$ cat src/rtl/mem_access_unit_pkg.sv
// Shared encodings for the MEM-stage access controller: store/load types,
// FSM states and the latched request record.
package mem_access_unit_pkg;

  localparam logic [1:0] SNONE = 2'd0;
  localparam logic [1:0] SB    = 2'd1;
  localparam logic [1:0] SH    = 2'd2;
  localparam logic [1:0] SW    = 2'd3;

  localparam logic [2:0] NOREGWRITE = 3'd0;
  localparam logic [2:0] LB         = 3'd1;
  localparam logic [2:0] LH         = 3'd2;
  localparam logic [2:0] LW         = 3'd3;
  localparam logic [2:0] LBU        = 3'd4;
  localparam logic [2:0] LHU        = 3'd5;

  typedef enum logic {
    MA_IDLE = 1'b0,
    MA_REQ  = 1'b1
  } ma_state_e;

  // Everything captured when a request is launched; held stable in MA_REQ.
  typedef struct packed {
    logic [29:0] addr;
    logic [3:0]  we;
    logic [31:0] wdata;
    logic [1:0]  sel;
    logic [2:0]  ld_type;
  } mem_req_t;

  function automatic logic is_load_type(input logic [2:0] t);
    return (t == LB) || (t == LH) || (t == LW) || (t == LBU) || (t == LHU);
  endfunction

endpackage

$ cat src/rtl/mem_access_unit_store_lane_align.sv
// Places store data and byte enables on the memory lanes selected by the
// low address bits. Purely combinational.
module store_lane_align
  import mem_access_unit_pkg::*;
(
  input  logic [1:0]  store_type,
  input  logic [1:0]  addr_lo,
  input  logic [31:0] data,
  output logic [3:0]  we,
  output logic [31:0] wdata
);

  always_comb begin
    we    = 4'b0000;
    wdata = 32'h0;
    case (store_type)
      SB: begin
        we    = 4'b0001 << addr_lo;
        wdata = data << {addr_lo, 3'b000};
      end
      SH: begin
        we    = 4'b0011 << addr_lo;
        wdata = data << {addr_lo, 3'b000};
      end
      SW: begin
        we    = 4'b1111;
        wdata = data;
      end
      default: begin
        we    = 4'b0000;
        wdata = 32'h0;
      end
    endcase
  end

endmodule

$ cat src/rtl/mem_access_unit.sv
// MEM-stage controller: launches aligned loads/stores to a req/ack data
// memory, stalls while outstanding, and registers the result into WB.
module mem_access_unit
  import mem_access_unit_pkg::*;
#(
  parameter int MAX_WAIT = 64
) (
  input  logic        CLK,
  input  logic        RST_N,
  input  logic        AccValidM,
  input  logic [31:0] AddrM,
  input  logic [31:0] StoreDataM,
  input  logic [1:0]  StoreTypeM,
  input  logic [2:0]  LoadTypeM,
  output logic        MemReq,
  output logic [3:0]  MemWe,
  output logic [29:0] MemAddr,
  output logic [31:0] MemWData,
  input  logic        MemAck,
  input  logic [31:0] MemRData,
  output logic [31:0] RawWordW,
  output logic [1:0]  LoadedBytesSelectW,
  output logic [2:0]  LoadTypeW,
  output logic        MemStall,
  output logic        MisalignErr,
  output logic        BusErr
);

  localparam logic [7:0] WAIT_LAST = 8'(MAX_WAIT - 1);

  ma_state_e   state_q, state_d;
  logic [7:0]  cnt_q, cnt_d;
  mem_req_t    req_q, req_d;
  logic [31:0] raw_d;
  logic [1:0]  sel_d;
  logic [2:0]  ldw_d;
  logic        mis_d, bus_d;

  logic        is_store, is_load, access, is_half, is_word, misaligned, start;
  logic [3:0]  lane_we;
  logic [31:0] lane_wdata;

  store_lane_align u_align (
    .store_type (StoreTypeM),
    .addr_lo    (AddrM[1:0]),
    .data       (StoreDataM),
    .we         (lane_we),
    .wdata      (lane_wdata)
  );

  // A store wins if the decoder ever flags both a store and a load.
  assign is_store   = (StoreTypeM != SNONE);
  assign is_load    = !is_store && is_load_type(LoadTypeM);
  assign access     = AccValidM && (is_store || is_load);
  assign is_half    = is_store ? (StoreTypeM == SH) : ((LoadTypeM == LH) || (LoadTypeM == LHU));
  assign is_word    = is_store ? (StoreTypeM == SW) : (LoadTypeM == LW);
  assign misaligned = access && ((is_half && AddrM[0]) || (is_word && (AddrM[1:0] != 2'b00)));
  assign start      = access && !misaligned;

  always_comb begin
    state_d  = state_q;
    cnt_d    = cnt_q;
    req_d    = req_q;
    raw_d    = RawWordW;
    sel_d    = LoadedBytesSelectW;
    ldw_d    = NOREGWRITE;
    mis_d    = 1'b0;
    bus_d    = 1'b0;
    MemStall = 1'b0;
    case (state_q)
      MA_IDLE: begin
        mis_d = misaligned;
        if (start) begin
          MemStall      = 1'b1;
          state_d       = MA_REQ;
          cnt_d         = 8'd0;
          req_d.addr    = AddrM[31:2];
          req_d.we      = lane_we;
          req_d.wdata   = lane_wdata;
          req_d.sel     = AddrM[1:0];
          req_d.ld_type = is_store ? NOREGWRITE : LoadTypeM;
        end
      end
      MA_REQ: begin
        if (MemAck) begin
          state_d = MA_IDLE;
          if (req_q.ld_type != NOREGWRITE) raw_d = MemRData;
          sel_d   = req_q.sel;
          ldw_d   = req_q.ld_type;
        end else if (cnt_q == WAIT_LAST) begin
          // Abort releases the stall so the faulting access leaves MEM.
          state_d = MA_IDLE;
          bus_d   = 1'b1;
        end else begin
          MemStall = 1'b1;
          cnt_d    = cnt_q + 8'd1;
        end
      end
      default: state_d = MA_IDLE;
    endcase
  end

  always_ff @(posedge CLK) begin
    if (!RST_N) begin
      state_q            <= MA_IDLE;
      cnt_q              <= 8'd0;
      req_q              <= '0;
      RawWordW           <= 32'h0;
      LoadedBytesSelectW <= 2'd0;
      LoadTypeW          <= NOREGWRITE;
      MisalignErr        <= 1'b0;
      BusErr             <= 1'b0;
    end else begin
      state_q            <= state_d;
      cnt_q              <= cnt_d;
      req_q              <= req_d;
      RawWordW           <= raw_d;
      LoadedBytesSelectW <= sel_d;
      LoadTypeW          <= ldw_d;
      MisalignErr        <= mis_d;
      BusErr             <= bus_d;
    end
  end

  assign MemReq   = (state_q == MA_REQ);
  assign MemWe    = req_q.we;
  assign MemAddr  = req_q.addr;
  assign MemWData = req_q.wdata;

endmodule
$ cat config.mk
export PLATFORM = sky130hd
export DESIGN_NAME = mem_access_unit
export DESIGN_NICKNAME = d
export VERILOG_FILES = /design/src/rtl/mem_access_unit_pkg.sv /design/src/rtl/mem_access_unit_store_lane_align.sv /design/src/rtl/mem_access_unit.sv
export SDC_FILE = /design/constraint.sdc
export NUM_CORES = 1
export LEC_CHECK = 0
export BUFFER_PORTS_ARGS = -buffer_cell sky130_fd_sc_hd__buf_2
export CAP_MARGIN = 20
export CORE_MARGIN = 8
export CORE_UTILIZATION = 53
export DETAILED_ROUTE_END_ITERATION = 7
export PLACE_DENSITY = 0.85
export SLEW_MARGIN = 20
export SYNTH_ARGS = -nofsm -noshare
export SYNTH_HDL_FRONTEND = slang
export SYNTH_SLANG_ARGS = --single-unit
$ cat constraint.sdc
create_clock -name CLK -period 3.5 [get_ports CLK]
set_input_delay 0.7 -clock CLK [delete_from_list [all_inputs] [get_ports CLK]]
set_output_delay 0.7 -clock CLK [all_outputs]
set_load 0.005 [all_outputs]
[Word level (Yosys, flattened, before mapping)]
Cells that the tools add are included.
Storage, ports and cells
  bits in writable memories: 0
  input port bits: 105
  output and inout bits: 107
  bits in read-only memories: 0
  bits in latches: 0
  memories: 0
  flip-flop bits (word level): 119
Cells by class
  shift-type cells: 3
  $lt $le $gt $ge: 0
  eq/ne operators: 12
  divide/modulo/power cells: 0
  bitwise operators: 2
  $add $sub $neg: 1
  reduce and logical (&&, ||, !) cells: 26
  multiplexer cells: 14
  multiply operators: 0
Operators by type and width (number)
  case mux 32 bit (2 select lines): 1
  left shift 32 x 5 -> 32 bit: 1
  two-way mux 8 bit: 3
  case mux 8 bit (2 select lines): 1
  case mux 4 bit (3 select lines): 1
  AND reduction 3 bit: 3
  adder 8 x 1 -> 8 bit (second input constant): 1
  equality test 8 x 6 -> 1 bit (second input constant): 1
  logical OR 1 bit: 7
  equality test 3 x 2 -> 1 bit (second input constant): 2
  equality test 3 bit (second input constant): 2
  logical AND 1 bit: 6
  two-way mux 1 bit: 6
  != test 2 bit (second input constant): 3
  equality test 2 bit (second input constant): 2
  AND reduction 2 bit: 2
  nonzero test 2 bit: 2
  OR reduction 2 bit: 2
  left shift 1 x 2 -> 4 bit (first input constant): 1
  left shift 2 x 2 -> 4 bit (first input constant): 1
  equality test 3 x 1 -> 1 bit (second input constant): 1
  two-way mux 3 bit: 1
  nonzero test 3 bit: 1
  OR reduction 3 bit: 1
  other kinds (4): 6

[Longest topological paths before layout]
  word-level depth: 13
  gate-level depth with buffers: 11
  depth with buffers taken out: 7

[By module]
From an unflattened synthesis, not the netlist that was laid out.
Unflattened totals
  cell total of the unflattened synthesis: 621
  area, all modules: 5774.3 sq um
Modules (own cells, without submodules)
  mem_access_unit: area an instance 5086.1 sq um, cells an instance 527, times used 1, sequential area each 2382.3 sq um
  store_lane_align: area an instance 688.2 sq um, cells an instance 94, times used 1, sequential area each 0.0 sq um

[Worst setup path after synthesis]
Ideal clock, no wire load.
  path kind: input to output
  start point: input port StoreTypeM[0]
  end point: output port MemStall
  arrival: 1.888 ns
  setup slack: 0.912 ns
  cell stages on the path: 7
  required time: 2.800 ns
  cells stage by stage: inv_1 -> ha_1 -> buf_4 -> or4b_1 -> nand4b_1 -> o31ai_1 -> buf_2
Between the ends
  word-level cells in the longest chain between the ends: 10
  elaborated cells on any way between the ends: 17
  those cells by class: 2 x eq/ne; 4 x mux; 11 x reduce/logical
RTL lines
  from (decl): line mem_access_unit.sv:13  | input logic [1:0] StoreTypeM,
  nonzero test 2 bit: line mem_access_unit.sv:52  | assign is_store = (StoreTypeM != SNONE);
  zero test 1 bit: line mem_access_unit.sv:53  | assign is_load = !is_store && is_load_type(LoadTypeM);
  logical AND 1 bit: line mem_access_unit.sv:53
  logical OR 1 bit: line mem_access_unit.sv:54  | assign access = AccValidM && (is_store || is_load);
  logical AND 1 bit: line mem_access_unit.sv:54
  logical AND 1 bit: line mem_access_unit.sv:57  | assign misaligned = access && ((is_half && AddrM[0]) || (is_word && (AddrM[1:0] != 2'b00)));
  zero test 1 bit: line mem_access_unit.sv:58  | assign start = access && !misaligned;
  logical AND 1 bit *: line mem_access_unit.sv:58
  two-way mux 1 bit *: line mem_access_unit.sv:73  | if (start) begin
  case mux 1 bit (2 select lines) *: line mem_access_unit.sv:70  | case (state_q)
  to (decl): line mem_access_unit.sv:24  | output logic MemStall,
Every way passes the cells marked *; elsewhere a longest branch is shown, timed or not.

[Worst setup path in the final report]
  start point: register cnt_q[0]
  end point: output port MemStall
Between the ends
  word-level cells in the longest chain between the ends: 4
RTL lines
  from (decl): line mem_access_unit.sv:32  | logic [7:0] cnt_q, cnt_d;
  from (signal assigned): line mem_access_unit.sv:115  | cnt_q <= cnt_d;
  equality test 8 x 6 -> 1 bit: line mem_access_unit.sv:90  | end else if (cnt_q == WAIT_LAST) begin
  two-way mux 1 bit: line mem_access_unit.sv:90
  two-way mux 1 bit: line mem_access_unit.sv:85  | if (MemAck) begin
  case mux 1 bit (2 select lines): line mem_access_unit.sv:70
No other way between the ends.

==> key figures <==
Floorplanning
  – Die width: between 100 and 150 microns
  – IO Count: roughly 210
  – Die Ht: 120 microns
  – Row count: 38
  – Initial core utilization: between 50% and 60%
  – Total Die Area: 14300 sq um
  – Total core area: between 10000 and 15000 sq um

Hold path
  – Hold path start: MemAck
  – Hold depth: 2
  – Hold EP: BusErr
  – Worst Hold Class: primary input to flip-flop

Yosys
  – YS warnings: 0
  – FF+latch count, synth: ~120
  – Post-synthesis compound-gate area fraction: a little under a fifth
  – Area share of fa/ha/maj cells after synthesis: approximately 1.1%
  – Synthesized cell area: approximately 5700 sq um
  – Yosys top cell area share: roughly two fifths
  – Post-synthesis mux area share: 7.56%
  – EDFF count, synth: 0
  – Share of the yosys chip area belonging to registers: 41.9%
  – Ys flop type: dfxtp_1
  – Asr flop ratio synth: 0%
  – Syn_area_per_cell: 9.18 sq um
  – Area leader, netlist: dfxtp_1
  – Synth top area cells: dfxtp_1, buf_4, nand2_1
  – Syn_nets: 730
  – Netlist cell types: 42
  – Simple-gate share of the synthesized area: between 15 and 20%
  – Mapped Cells: 620
  – Largest family of logic cells by synthesized area: compound AO/OA/AOI/OAI gates
  – XOR/XNOR share of the synthesized area: 0%

Critical path
  – Critical path depth: 5
  – Reg2reg path depth: 7
  – Crit path cell chain: ha_1 > nand3_1 > o41ai_4 > o31ai_1 > buf_2
  – Critical path's top delay family: compound AO/OA/AOI/OAI gates
  – Max incr delay on CP: slightly below 0.6 ns
  – Worst R2R Setup Slack: 1.25 ns
  – Critical path type: flip-flop to output pin
  – WP buf/inv: 1
  – Critical-path top delay cell: o41ai_4
  – Crit path arrival time: about 2.3 ns
  – Worst endpoint required time: about 2.8 ns
  – R2R Path Start: cnt_q[0]
  – RR Endpoint: cnt_q[4]
  – Startpoint types: flip-flop
  – Crit path capture type: output pin
  – Worst-path maximum fanout: 7

Clocking
  – Clock sink count: around 120
  – Clk buf depth: 2
  – Worst-Skew Late Latency: 0.50 ns
  – CTS tree: built
  – Post-cts hold buffer count: 0
  – Post-cts sizing count: 0
  – Setup Buffers After CTS: 0
  – H-tree levels: 4
  – CTS Buf Count: 17
  – Clock-pin slew on the worst setup and hold paths: roughly 0.060 ns
  – Root Buffer: clkbuf_8

Routing
  – Routed vias/inst: 5.34
  – Iter 0 DRT Violations: approximately 300
  – Via count: about 4800
  – Post-Route WL: 14.9 mm
  – Routed Antenna Nets: 0
  – DR pass1 iterations: 7
  – Final routed DRC violation total: 0
  – Mean routed wirelength per cell: roughly 17 microns

STA
  – Worst-Margin Slew: between 0.8 and 0.9 ns
  – Worst slew margin: between 40% and 50%
  – Crit share post-route: between 80% and 90%
  – Min Hold Slack: around 0.41 ns
  – Skew final: 0.00667 ns
  – RSZ-0062 raised after global routing: false
  – Max-slew violation count: 0
  – Setup tns final: 0 ns
  – Minimum clock period: just over 3 ns
  – Achievable frequency: 328 MHz
  – Final count of hold timing violations: 0
  – # setup viols final: 0

Global route
  – Total GRT Usage: slightly below 20%
  – Number of global-route vias before repair: ~4700
  – First-pass GRT wire length: between 20 and 25 mm
  – Initial antenna violation count: 0
  – Total grt overflow: 0
  – Largest net degree at the start of global routing: roughly 100

Finish
  – Ant diodes: 0
  – Share of layout cells above drive strength 1: between 30% and 40%
  – Filler cell count: ~860
  – Nets: between 800 and 900
  – Multi-input logic area: around 2600 sq um
  – Reg area: roughly 2400 sq um
  – Cell area after layout: between 6000 and 7000 sq um
  – Layout area overhead: 20.8%

Placed design
  – Routability cong.: roughly 0.84
  – Dpl hpwl: roughly 11 mm
  – PortBufs: approximately 210
  – Placed instance area: approximately 6300 sq um

Run
  – Max-cap violations: 0

Power and ir drop
  – Peak VDD IR: around 0.29 mV
  – Post-route total power: around 3.6 mW
  – Power per standard cell area: 528 nW/um^2
  – Pleak: around 3.2 nW

Run status
  – Status: finished, final reports clean
[routing by layer]
layer	vias up	global-route usage, %	part of all wire [%]
met5	-	0	0
met4	0	6.25	1.5
met3	19	7.70	9.4
met2	233	33.7	47
met1	2228	22.4	42
li1	2330	-	-
[area by class of cell]
| type | count | share of cell area, % |
|---|---|---|
| inverter | 4 | 0.218 |
| sequential | 119 | 34.6 |
| timing repair buffer | 219 | 16.4 |
| clock buffer | 18 | 6.22 |
| tap | 140 | 2.55 |
| multi-input combinational | 387 | 37.4 |
| clock inverter | 14 | 2.53 |
[worst max path at each step]
stage                   from  slack, ns        to
2_1_floorplan  StoreTypeM[0]       0.91  MemStall
3_3_place_gp   StoreTypeM[0]       0.67  MemStall
3_5_place_dp   StoreTypeM[0]       0.60  MemStall
4_1_cts             cnt_q[0]       0.47  MemStall
5_1_grt             cnt_q[0]       0.31  MemStall
6_report            cnt_q[0]       0.46  MemStall
[logic make-up (layout without fill, tap and decap cells)]
family,Yosys count,in the layout
AOI/OAI and AO/OA,137,137
adders and majority gates,5,5
buffers and inverters,114,255
DFF,119,119
muxes,42,42
and+or+nand+nor,203,203
[through the flow]
stage,setup WS [ns],cells,util [%]
after floorplan,0.912,620,-
after global placement,0.673,869,58.9
after detailed placement,0.604,869,58.9
after CTS,0.474,901,64.5
after global routing,0.310,901,64.6
final,0.455,901,64.6
[synthesized netlist by cell type (all sizes together), types with 3 or more instances]
cell type,number
mux2,8
o211ai,17
a21oi,4
buf,86
dfxtp,119
ha,5
and3,6
nand2b,16
nor2b,38
o21ai,8
nand3,16
clkbuf,24
inv,4
mux2i,34
o211a,24
a31oi,4
nand2,103
o21a,3
a22oi,24
nor2,5
nor3,6
a21boi,47
[where the power goes]
group,switching [mW],internal [mW]
logic,0.227,0.210
clock network,0.633,1.11
registers,0.0361,1.42
total,0.895,2.74
[placed cells by master (no fill, tap or decap), types with 4 or more instances in the layout]
| cell type | n |
|---|---|
| a31oi_1 | 4 |
| buf_2 | 211 |
| clkinvlp_4 | 4 |
| buf_4 | 7 |
| mux2i_1 | 34 |
| mux2_2 | 8 |
| o211ai_1 | 17 |
| and3_1 | 6 |
| a21boi_0 | 45 |
| o21ai_0 | 8 |
| nor2_1 | 4 |
| dfxtp_1 | 119 |
| ha_1 | 5 |
| nand3_1 | 16 |
| nor3_1 | 5 |
| nor2b_1 | 38 |
| o211a_1 | 24 |
| clkbuf_16 | 16 |
| nand2_1 | 103 |
| a22oi_1 | 24 |
| inv_1 | 4 |
| nand2b_1 | 15 |
[flip-flops by register name, summed over array words and instances (netlist names)]
| register | cells |
|---|---|
| req_q | 5 |
| MemReq | 1 |
| MemAddr | 30 |
| BusErr | 1 |
| cnt_q | 8 |
| MemWData | 32 |
| RawWordW | 32 |
| MemWe | 4 |
| LoadedBytesSelectW | 2 |
| MisalignErr | 1 |
| LoadTypeW | 3 |
No activity file was read; power rests on OpenSTA's default activity.
